`src/rtl/lcd_pkg.sv`:
```
// Shared definitions for lcd_responder: FSM states, the blank character and
// instruction-class masks with a decoder that selects the class by highest set bit.
package lcd_pkg;

    typedef enum logic [1:0] {ST_IDLE, ST_BUSY, ST_CLEAR} state_t;

    typedef enum logic [3:0] {
        INS_NOP, INS_CLEAR, INS_HOME, INS_ENTRY, INS_DISP,
        INS_SHIFT, INS_FUNC, INS_CGRAM, INS_DDRAM
    } ins_t;

    localparam logic [7:0] BLANK_CHAR = 8'h20;

    localparam logic [7:0] MASK_DDRAM = 8'h80;
    localparam logic [7:0] MASK_CGRAM = 8'h40;
    localparam logic [7:0] MASK_FUNC  = 8'h20;
    localparam logic [7:0] MASK_SHIFT = 8'h10;
    localparam logic [7:0] MASK_DISP  = 8'h08;
    localparam logic [7:0] MASK_ENTRY = 8'h04;
    localparam logic [7:0] MASK_HOME  = 8'h02;
    localparam logic [7:0] MASK_CLEAR = 8'h01;

    function automatic ins_t ins_decode(input logic [7:0] d);
        if (|(d & MASK_DDRAM)) return INS_DDRAM;
        if (|(d & MASK_CGRAM)) return INS_CGRAM;
        if (|(d & MASK_FUNC))  return INS_FUNC;
        if (|(d & MASK_SHIFT)) return INS_SHIFT;
        if (|(d & MASK_DISP))  return INS_DISP;
        if (|(d & MASK_ENTRY)) return INS_ENTRY;
        if (|(d & MASK_HOME))  return INS_HOME;
        if (|(d & MASK_CLEAR)) return INS_CLEAR;
        return INS_NOP;
    endfunction

endpackage

```
`src/rtl/lcd_ddram.sv`:
```
// Display RAM: one synchronous write port, combinational reads at the address
// counter and at the scoreboard side port.
module lcd_ddram #(
    parameter int MEM_DEPTH = 16,
    parameter int ADDR_W    = $clog2(MEM_DEPTH)
) (
    input  logic              clk,
    input  logic              we,
    input  logic [ADDR_W-1:0] wr_addr,
    input  logic [7:0]        wr_data,
    input  logic [ADDR_W-1:0] ac_addr,
    output logic [7:0]        ac_data,
    input  logic [ADDR_W-1:0] rd_addr,
    output logic [7:0]        rd_data
);

    logic [7:0] mem [MEM_DEPTH];

    always_ff @(posedge clk) begin
        if (we) mem[wr_addr] <= wr_data;
    end

    assign ac_data = mem[ac_addr];
    assign rd_data = mem[rd_addr];

endmodule

```
`src/rtl/lcd_responder.sv`:
```
// HD44780-style character-LCD bus responder (peripheral side of E/RS/RW/DATA).
// Define LCD_RESPONDER_BUSY_EN for instruction busy timing; otherwise only the CLEAR fill is busy.
module lcd_responder
    import lcd_pkg::*;
#(
    parameter int MEM_DEPTH = 16,
    parameter int ADDR_W    = $clog2(MEM_DEPTH),
    parameter int BUSY_CYC  = 40,
    parameter int HOME_CYC  = 1600
) (
    input  logic              clk,
    input  logic              rst,
    input  logic              E,
    input  logic              RS,
    input  logic              RW,
    input  logic [7:0]        DATA_IN,
    output logic [7:0]        DATA_OUT,
    output logic              DATA_OE,
    output logic              BUSY,
    output logic [ADDR_W-1:0] AC,
    output logic              DISP_ON,
    output logic              CUR_ON,
    output logic              BLINK,
    input  logic [ADDR_W-1:0] RD_ADDR,
    output logic [7:0]        RD_CHAR,
    output logic              ERR
);

`ifdef LCD_RESPONDER_BUSY_EN
    localparam int BUSY_LD = BUSY_CYC;
    localparam int HOME_LD = HOME_CYC;
`else
    localparam int BUSY_LD = 0 * BUSY_CYC;
    localparam int HOME_LD = 0 * HOME_CYC;
`endif
    // Busy time still owed once the fill has consumed MEM_DEPTH cycles of it.
    localparam int CLR_TAIL = (HOME_LD > MEM_DEPTH) ? HOME_LD - MEM_DEPTH : 0;
    localparam logic [ADDR_W-1:0] LAST_ADDR = ADDR_W'(MEM_DEPTH - 1);

    function automatic logic [ADDR_W-1:0] ac_step(input logic [ADDR_W-1:0] a, input logic up);
        return up ? a + ADDR_W'(1) : a - ADDR_W'(1);
    endfunction

    // Stage p0: bus capture
    logic       e_p0, rs_p0, rw_p0;
    logic [7:0] d_p0;

    always_ff @(posedge clk) begin
        if (rst) e_p0 <= 1'b0;
        else     e_p0 <= E;
        rs_p0 <= RS;
        rw_p0 <= RW;
        d_p0  <= DATA_IN;
    end

    logic strobe, wr_stb, rd_stb;
    assign strobe = e_p0 & ~E;
    assign wr_stb = strobe & ~rw_p0;
    assign rd_stb = strobe & rw_p0 & rs_p0;

    ins_t ins;
    assign ins = ins_decode(d_p0);

    state_t            state_q, state_d;
    logic [31:0]       cnt_q, cnt_d;
    logic [ADDR_W-1:0] clr_q, clr_d, ac_q, ac_d;
    logic              id_q, id_d, disp_q, disp_d, cur_q, cur_d, blink_q, blink_d;
    logic              err_q, err_d;
    logic              mem_we, ld;
    logic [ADDR_W-1:0] mem_addr;
    logic [7:0]        mem_wdata, ac_char;
    int                ld_cyc;

    always_ff @(posedge clk) begin
        if (rst) begin
            state_q <= ST_CLEAR;
            cnt_q   <= 32'd0;
            clr_q   <= '0;
            ac_q    <= '0;
            id_q    <= 1'b1;
            disp_q  <= 1'b0;
            cur_q   <= 1'b0;
            blink_q <= 1'b0;
            err_q   <= 1'b0;
        end else begin
            state_q <= state_d;
            cnt_q   <= cnt_d;
            clr_q   <= clr_d;
            ac_q    <= ac_d;
            id_q    <= id_d;
            disp_q  <= disp_d;
            cur_q   <= cur_d;
            blink_q <= blink_d;
            err_q   <= err_d;
        end
    end

    always_comb begin
        state_d   = state_q;
        cnt_d     = cnt_q;
        clr_d     = clr_q;
        ac_d      = ac_q;
        id_d      = id_q;
        disp_d    = disp_q;
        cur_d     = cur_q;
        blink_d   = blink_q;
        err_d     = err_q;
        mem_we    = 1'b0;
        mem_addr  = ac_q;
        mem_wdata = d_p0;
        ld        = 1'b0;
        ld_cyc    = 0;
        case (state_q)
            ST_IDLE: if (wr_stb) begin
                if (rs_p0) begin
                    mem_we = 1'b1;
                    ac_d   = ac_step(ac_q, id_q);
                    ld     = 1'b1;
                    ld_cyc = BUSY_LD;
                end else begin
                    ld     = (ins != INS_NOP) && (ins != INS_CLEAR);
                    ld_cyc = (ins == INS_HOME) ? HOME_LD : BUSY_LD;
                    case (ins)
                        INS_DDRAM: ac_d = d_p0[ADDR_W-1:0];
                        INS_SHIFT: if (!d_p0[3]) ac_d = ac_step(ac_q, d_p0[2]);
                        INS_DISP: begin
                            disp_d  = d_p0[2];
                            cur_d   = d_p0[1];
                            blink_d = d_p0[0];
                        end
                        INS_ENTRY: id_d = d_p0[1];
                        INS_HOME:  ac_d = '0;
                        INS_CLEAR: begin
                            ac_d    = '0;
                            id_d    = 1'b1;
                            clr_d   = '0;
                            state_d = ST_CLEAR;
                        end
                        default: ;
                    endcase
                end
            end
            ST_BUSY: begin
                if (cnt_q == 32'd0) state_d = ST_IDLE;
                else                cnt_d   = cnt_q - 32'd1;
            end
            ST_CLEAR: begin
                mem_we    = 1'b1;
                mem_addr  = clr_q;
                mem_wdata = BLANK_CHAR;
                clr_d     = clr_q + ADDR_W'(1);
                if (clr_q == LAST_ADDR) begin
                    ld     = 1'b1;
                    ld_cyc = CLR_TAIL;
                end
            end
            default: state_d = ST_IDLE;
        endcase
        if (ld) begin
            if (ld_cyc == 0) begin
                state_d = ST_IDLE;
            end else begin
                state_d = ST_BUSY;
                cnt_d   = 32'(ld_cyc - 1);
            end
        end
        if (wr_stb && state_q != ST_IDLE) err_d = 1'b1;
        // Data reads advance AC even while busy.
        if (rd_stb) ac_d = ac_step(ac_q, id_q);
    end

    lcd_ddram #(.MEM_DEPTH(MEM_DEPTH), .ADDR_W(ADDR_W)) u_ddram (
        .clk     (clk),
        .we      (mem_we),
        .wr_addr (mem_addr),
        .wr_data (mem_wdata),
        .ac_addr (ac_q),
        .ac_data (ac_char),
        .rd_addr (RD_ADDR),
        .rd_data (RD_CHAR)
    );

    logic [6:0] ac7;
    assign ac7     = 7'(ac_q);
    assign BUSY    = (state_q != ST_IDLE);
    assign AC      = ac_q;
    assign DISP_ON = disp_q;
    assign CUR_ON  = cur_q;
    assign BLINK   = blink_q;
    assign ERR     = err_q;
    assign DATA_OE = e_p0 & rw_p0;

    always_comb begin
        DATA_OUT = 8'h00;
        if (DATA_OE) DATA_OUT = rs_p0 ? ac_char : {BUSY, ac7};
    end

endmodule

```
`config.mk`:
```
export PLATFORM = sky130hd
export DESIGN_NAME = lcd_responder
export DESIGN_NICKNAME = d
export VERILOG_FILES = /design/src/rtl/lcd_pkg.sv /design/src/rtl/lcd_ddram.sv /design/src/rtl/lcd_responder.sv
export SDC_FILE = /design/constraint.sdc
export NUM_CORES = 1
export LEC_CHECK = 0
export CAP_MARGIN = 20
export CORE_MARGIN = 3
export CORE_UTILIZATION = 60
export CTS_CLUSTER_SIZE = 30
export DETAILED_ROUTE_END_ITERATION = 8
export MAX_ROUTING_LAYER = met4
export PLACE_DENSITY = 0.78
export SYNTH_ARGS = -nofsm -noshare
export SYNTH_HDL_FRONTEND = slang
export SYNTH_HIERARCHICAL = 1
export SYNTH_SLANG_ARGS = --single-unit
```
`constraint.sdc`:
```
create_clock -name clk -period 5.4 [get_ports clk]
set_clock_uncertainty 0.15 [all_clocks]
set_input_delay 1.08 -clock clk [delete_from_list [all_inputs] [get_ports clk]]
set_output_delay 1.08 -clock clk [all_outputs]
set_load 0.005 [all_outputs]
```
==> results.yml <==
global_routing:
  grt_pass1_vias: 4572
  grt_overflow_total: 0
  grt_use_total: 0.287
  grt_pass1_wl_mm: 26.7
  grt_max_degree: 33
  antenna_found_initial: 0
sta:
  max_slew_margin: 0.319
  hold_violations: 0
  hold_ws_ns: 0.348
  tightest_slew_ns: 1.02
  fmax_mhz: 223
  finalSetupViolations: 0
  slew_violations: 0
  finalSetupTns_ns: 0
  rsz0062_at_grt: "no"
  min_period_ns: 4.48
  period_share: 0.830
floorplan:
  initial_core_util: 0.628
  coreArea_um2: 11700
  core.rowCount: 39
  die_y_um: 117
  die_x_um: 117
  die-area_um2: 13600
  ios: 43
detailed_routing:
  first_iter_violations: 627
  firstDrtPassIters: 5
  wl_per_cell_um: 27.2
  drc_errors: 0
  viasPerCell: 7.06
  routed_wl_mm: 17.5
  postRouteAntennaNets: 0
  vias: 4537
clocking:
  root_buffer: "clkbuf_16"
  cts_hold_buffers: 0
  cts_tree: "done"
  postCtsSetupRepairBufs: 0
  post_cts_resized: 0
  clk_latency_ns: 0.43
  htreeDepth: 4
  clkSinkCount: 153
  clockBufferDepth: 2
  numCtsBuffers: 17
  clk_transition_reported_paths_ns: 0.06
logic_synthesis:
  synth-seq-cells: 153
  synth_nets: 463
  synth_top_area_frac: 0.522
  yosysWarnings: 6
  ys_types: 52
  ys_top_cells_by_area: "edfxtp_1 52%, mux4_2 10%, mux4_1 10%"
  yosys.area.top_type: "edfxtp_1"
  synth-async-reset-ratio: 0
  netlist_top_cells_count: "128 x edfxtp_1, 34 x mux4_2, 34 x nor2_1, 32 x a22oi_1, 28 x mux4_1"
  syn_inst: 443
  post-synth-top-count-cell: "edfxtp_1"
  avgSynthCellArea_um2: 16.6
  ys_seq_area_frac: 0.590
  synth-main-ff-cell: "edfxtp_1"
  synth_edf_count: 128
  netlist_area_um2: 7360
worst_setup_path:
  crit_required_ns: 4.17
  max_stage_delay_ns: 0.52
  cp_slowest_cell: "mux4_4"
  start_kind: "primary input"
  crit_type: "in2out"
  endpoint_kind: "primary output"
  crit_chain: "clkdlybuf4s50_1 -> buf_4 -> mux4_4 -> a22oi_1 -> nand2_1 -> clkdlybuf4s50_1"
  crit_top_cell: "clkdlybuf4s50_1"
  critical_path_arrival_ns: 3.25
  cp_top_family: "buffers and inverters"
  crit_buf_inv: 3
  crit_fanout: 32
run:
  maxCapViolCount: 0
final_layout:
  nNetsFinal: 510
  fin_cells: 643
  antenna_cells: 0
  area_growth_pct: 14.6
  drive_gt1_frac: 0.178
  finalInstanceArea_um2: 8440
  final_util: 0.720
  fillCellCount: 717
power:
  p_int_uw: 2100
  power_density_nw_per_um2: 314
  p_sw_frac: 0.209
  p_leak_uw: 0.00292
  comb_power_share: 0.070
  seqPwrFrac: 0.497
  p_switching_uw: 554
  ir_drop_v: 0.000243
  pwr-share-clk: 0.433
placement:
  portBuffers: 42
  place.gp.congestion: 0.863
  postPlaceCellArea_um2: 7830
  dp_cells: 609
  dpl.hpwl_mm: 11.4
outcome:
  status: "finished clean"
min_path:
  hold_class: "reg2reg"
cells in the final DEF (no fill, tap or decap), types with 3 or more instances in the layout:
master | synthesis | routed
a21o_1 | 4 | 4
nand3b_1 | 4 | 4
and3_1 | 3 | 3
nor3_2 | 0 | 3
bufinv_16 | 0 | 3
nor2_1 | 34 | 34
a22oi_1 | 32 | 32
dfxtp_1 | 25 | 24
mux4_1 | 28 | 28
clkbuf_16 | 0 | 17
nand4_1 | 3 | 3
mux4_2 | 34 | 34
a211oi_1 | 3 | 3
mux2i_1 | 9 | 9
edfxtp_1 | 128 | 128
clkdlybuf4s50_1 | 0 | 41
clkinv_2 | 0 | 3
xor2_1 | 3 | 3
o21ai_0 | 9 | 9
nor2b_1 | 11 | 11
nor3_1 | 8 | 5
inv_1 | 6 | 6
nand2b_1 | 3 | 3
ha_1 | 3 | 3
buf_4 | 2 | 12
nand2_1 | 25 | 25
a21oi_1 | 6 | 6
tightest hold or removal path, cell delays in order, from the launching register on:
cell     delay (ns)
dfxtp_1        0.32
mux2i_1        0.07
nor2_1         0.08
area by class of cell:
type / count / area, um^2 / area share
Timing Repair Buffer: 55 / 517 / 0.0612
Inverter: 6 / 22.5 / 0.00267
Multi-Input combinational cell: 257 / 2810 / 0.333
Clock buffer: 19 / 433 / 0.0513
Tap cell: 143 / 179 / 0.0212
Sequential cell: 153 / 4350 / 0.515
Clock inverter: 10 / 130 / 0.0154
flip-flops by register name, summed over array words and instances, names as in the netlist:
name,flops
e_p0,1
CUR_ON,1
AC,4
u_ddram/mem,128
rs_p0,1
clr_q,4
DISP_ON,1
BLINK,1
ERR,1
state_q,1
d_p0,8
rw_p0,1
id_q,1
routing by layer:
| layer | up-vias | routed length [um] | global-route usage |
|---|---|---|---|
| met3 | 41 | 1490 | 0.0813 |
| met4 | 0 | 391 | 0.106 |
| li1 | 1941 | - | - |
| met5 | - | 0 | - |
| met1 | 2294 | 6730 | 0.369 |
| met2 | 261 | 8870 | 0.442 |
final timing paths:
check | from | end | slack (ns) | cells past startpoint
hold / removal | DISP_ON | DISP_ON | 0.35 | 2
setup reg to reg | AC[0] | u_ddram/mem[11][3] | 2.00 | 5
setup / recovery | RD_ADDR[1] | RD_CHAR[7] | 0.92 | 6
hold reg to reg | DISP_ON | DISP_ON | 0.35 | 2
power groups by stage:
stage	Combinational, uW	Sequential, uW	Clock (uW)
after CTS	185	1320	1160
after global routing	198	1320	1210
after detailed placement	182	1340	0
final	185	1320	1150
after global placement	179	1340	0
after floorplan	122	1330	0
kinds of logic (layout without fill, tap and decap cells):
group                      count (synthesis)  after routing  synth area share
AOI/OAI and AO/OA                         68             68            0.0670
muxes                                     75             75             0.226
xor gates and xnor gates                   4              4           0.00476
adders and majority gates                  3              3           0.00510
DFF                                      153            153             0.590
buffers and inverters                     33             90            0.0299
and+or+nand+nor                          107            107            0.0768
metrics by stage:
step	worst slack [ns]	total power (uW)
after floorplan	2.04	1450
after global placement	0.968	1520
after detailed placement	0.921	1520
after CTS	0.917	2660
after global routing	0.786	2730
final	0.916	2650
(Power assumes the default switching activity.)
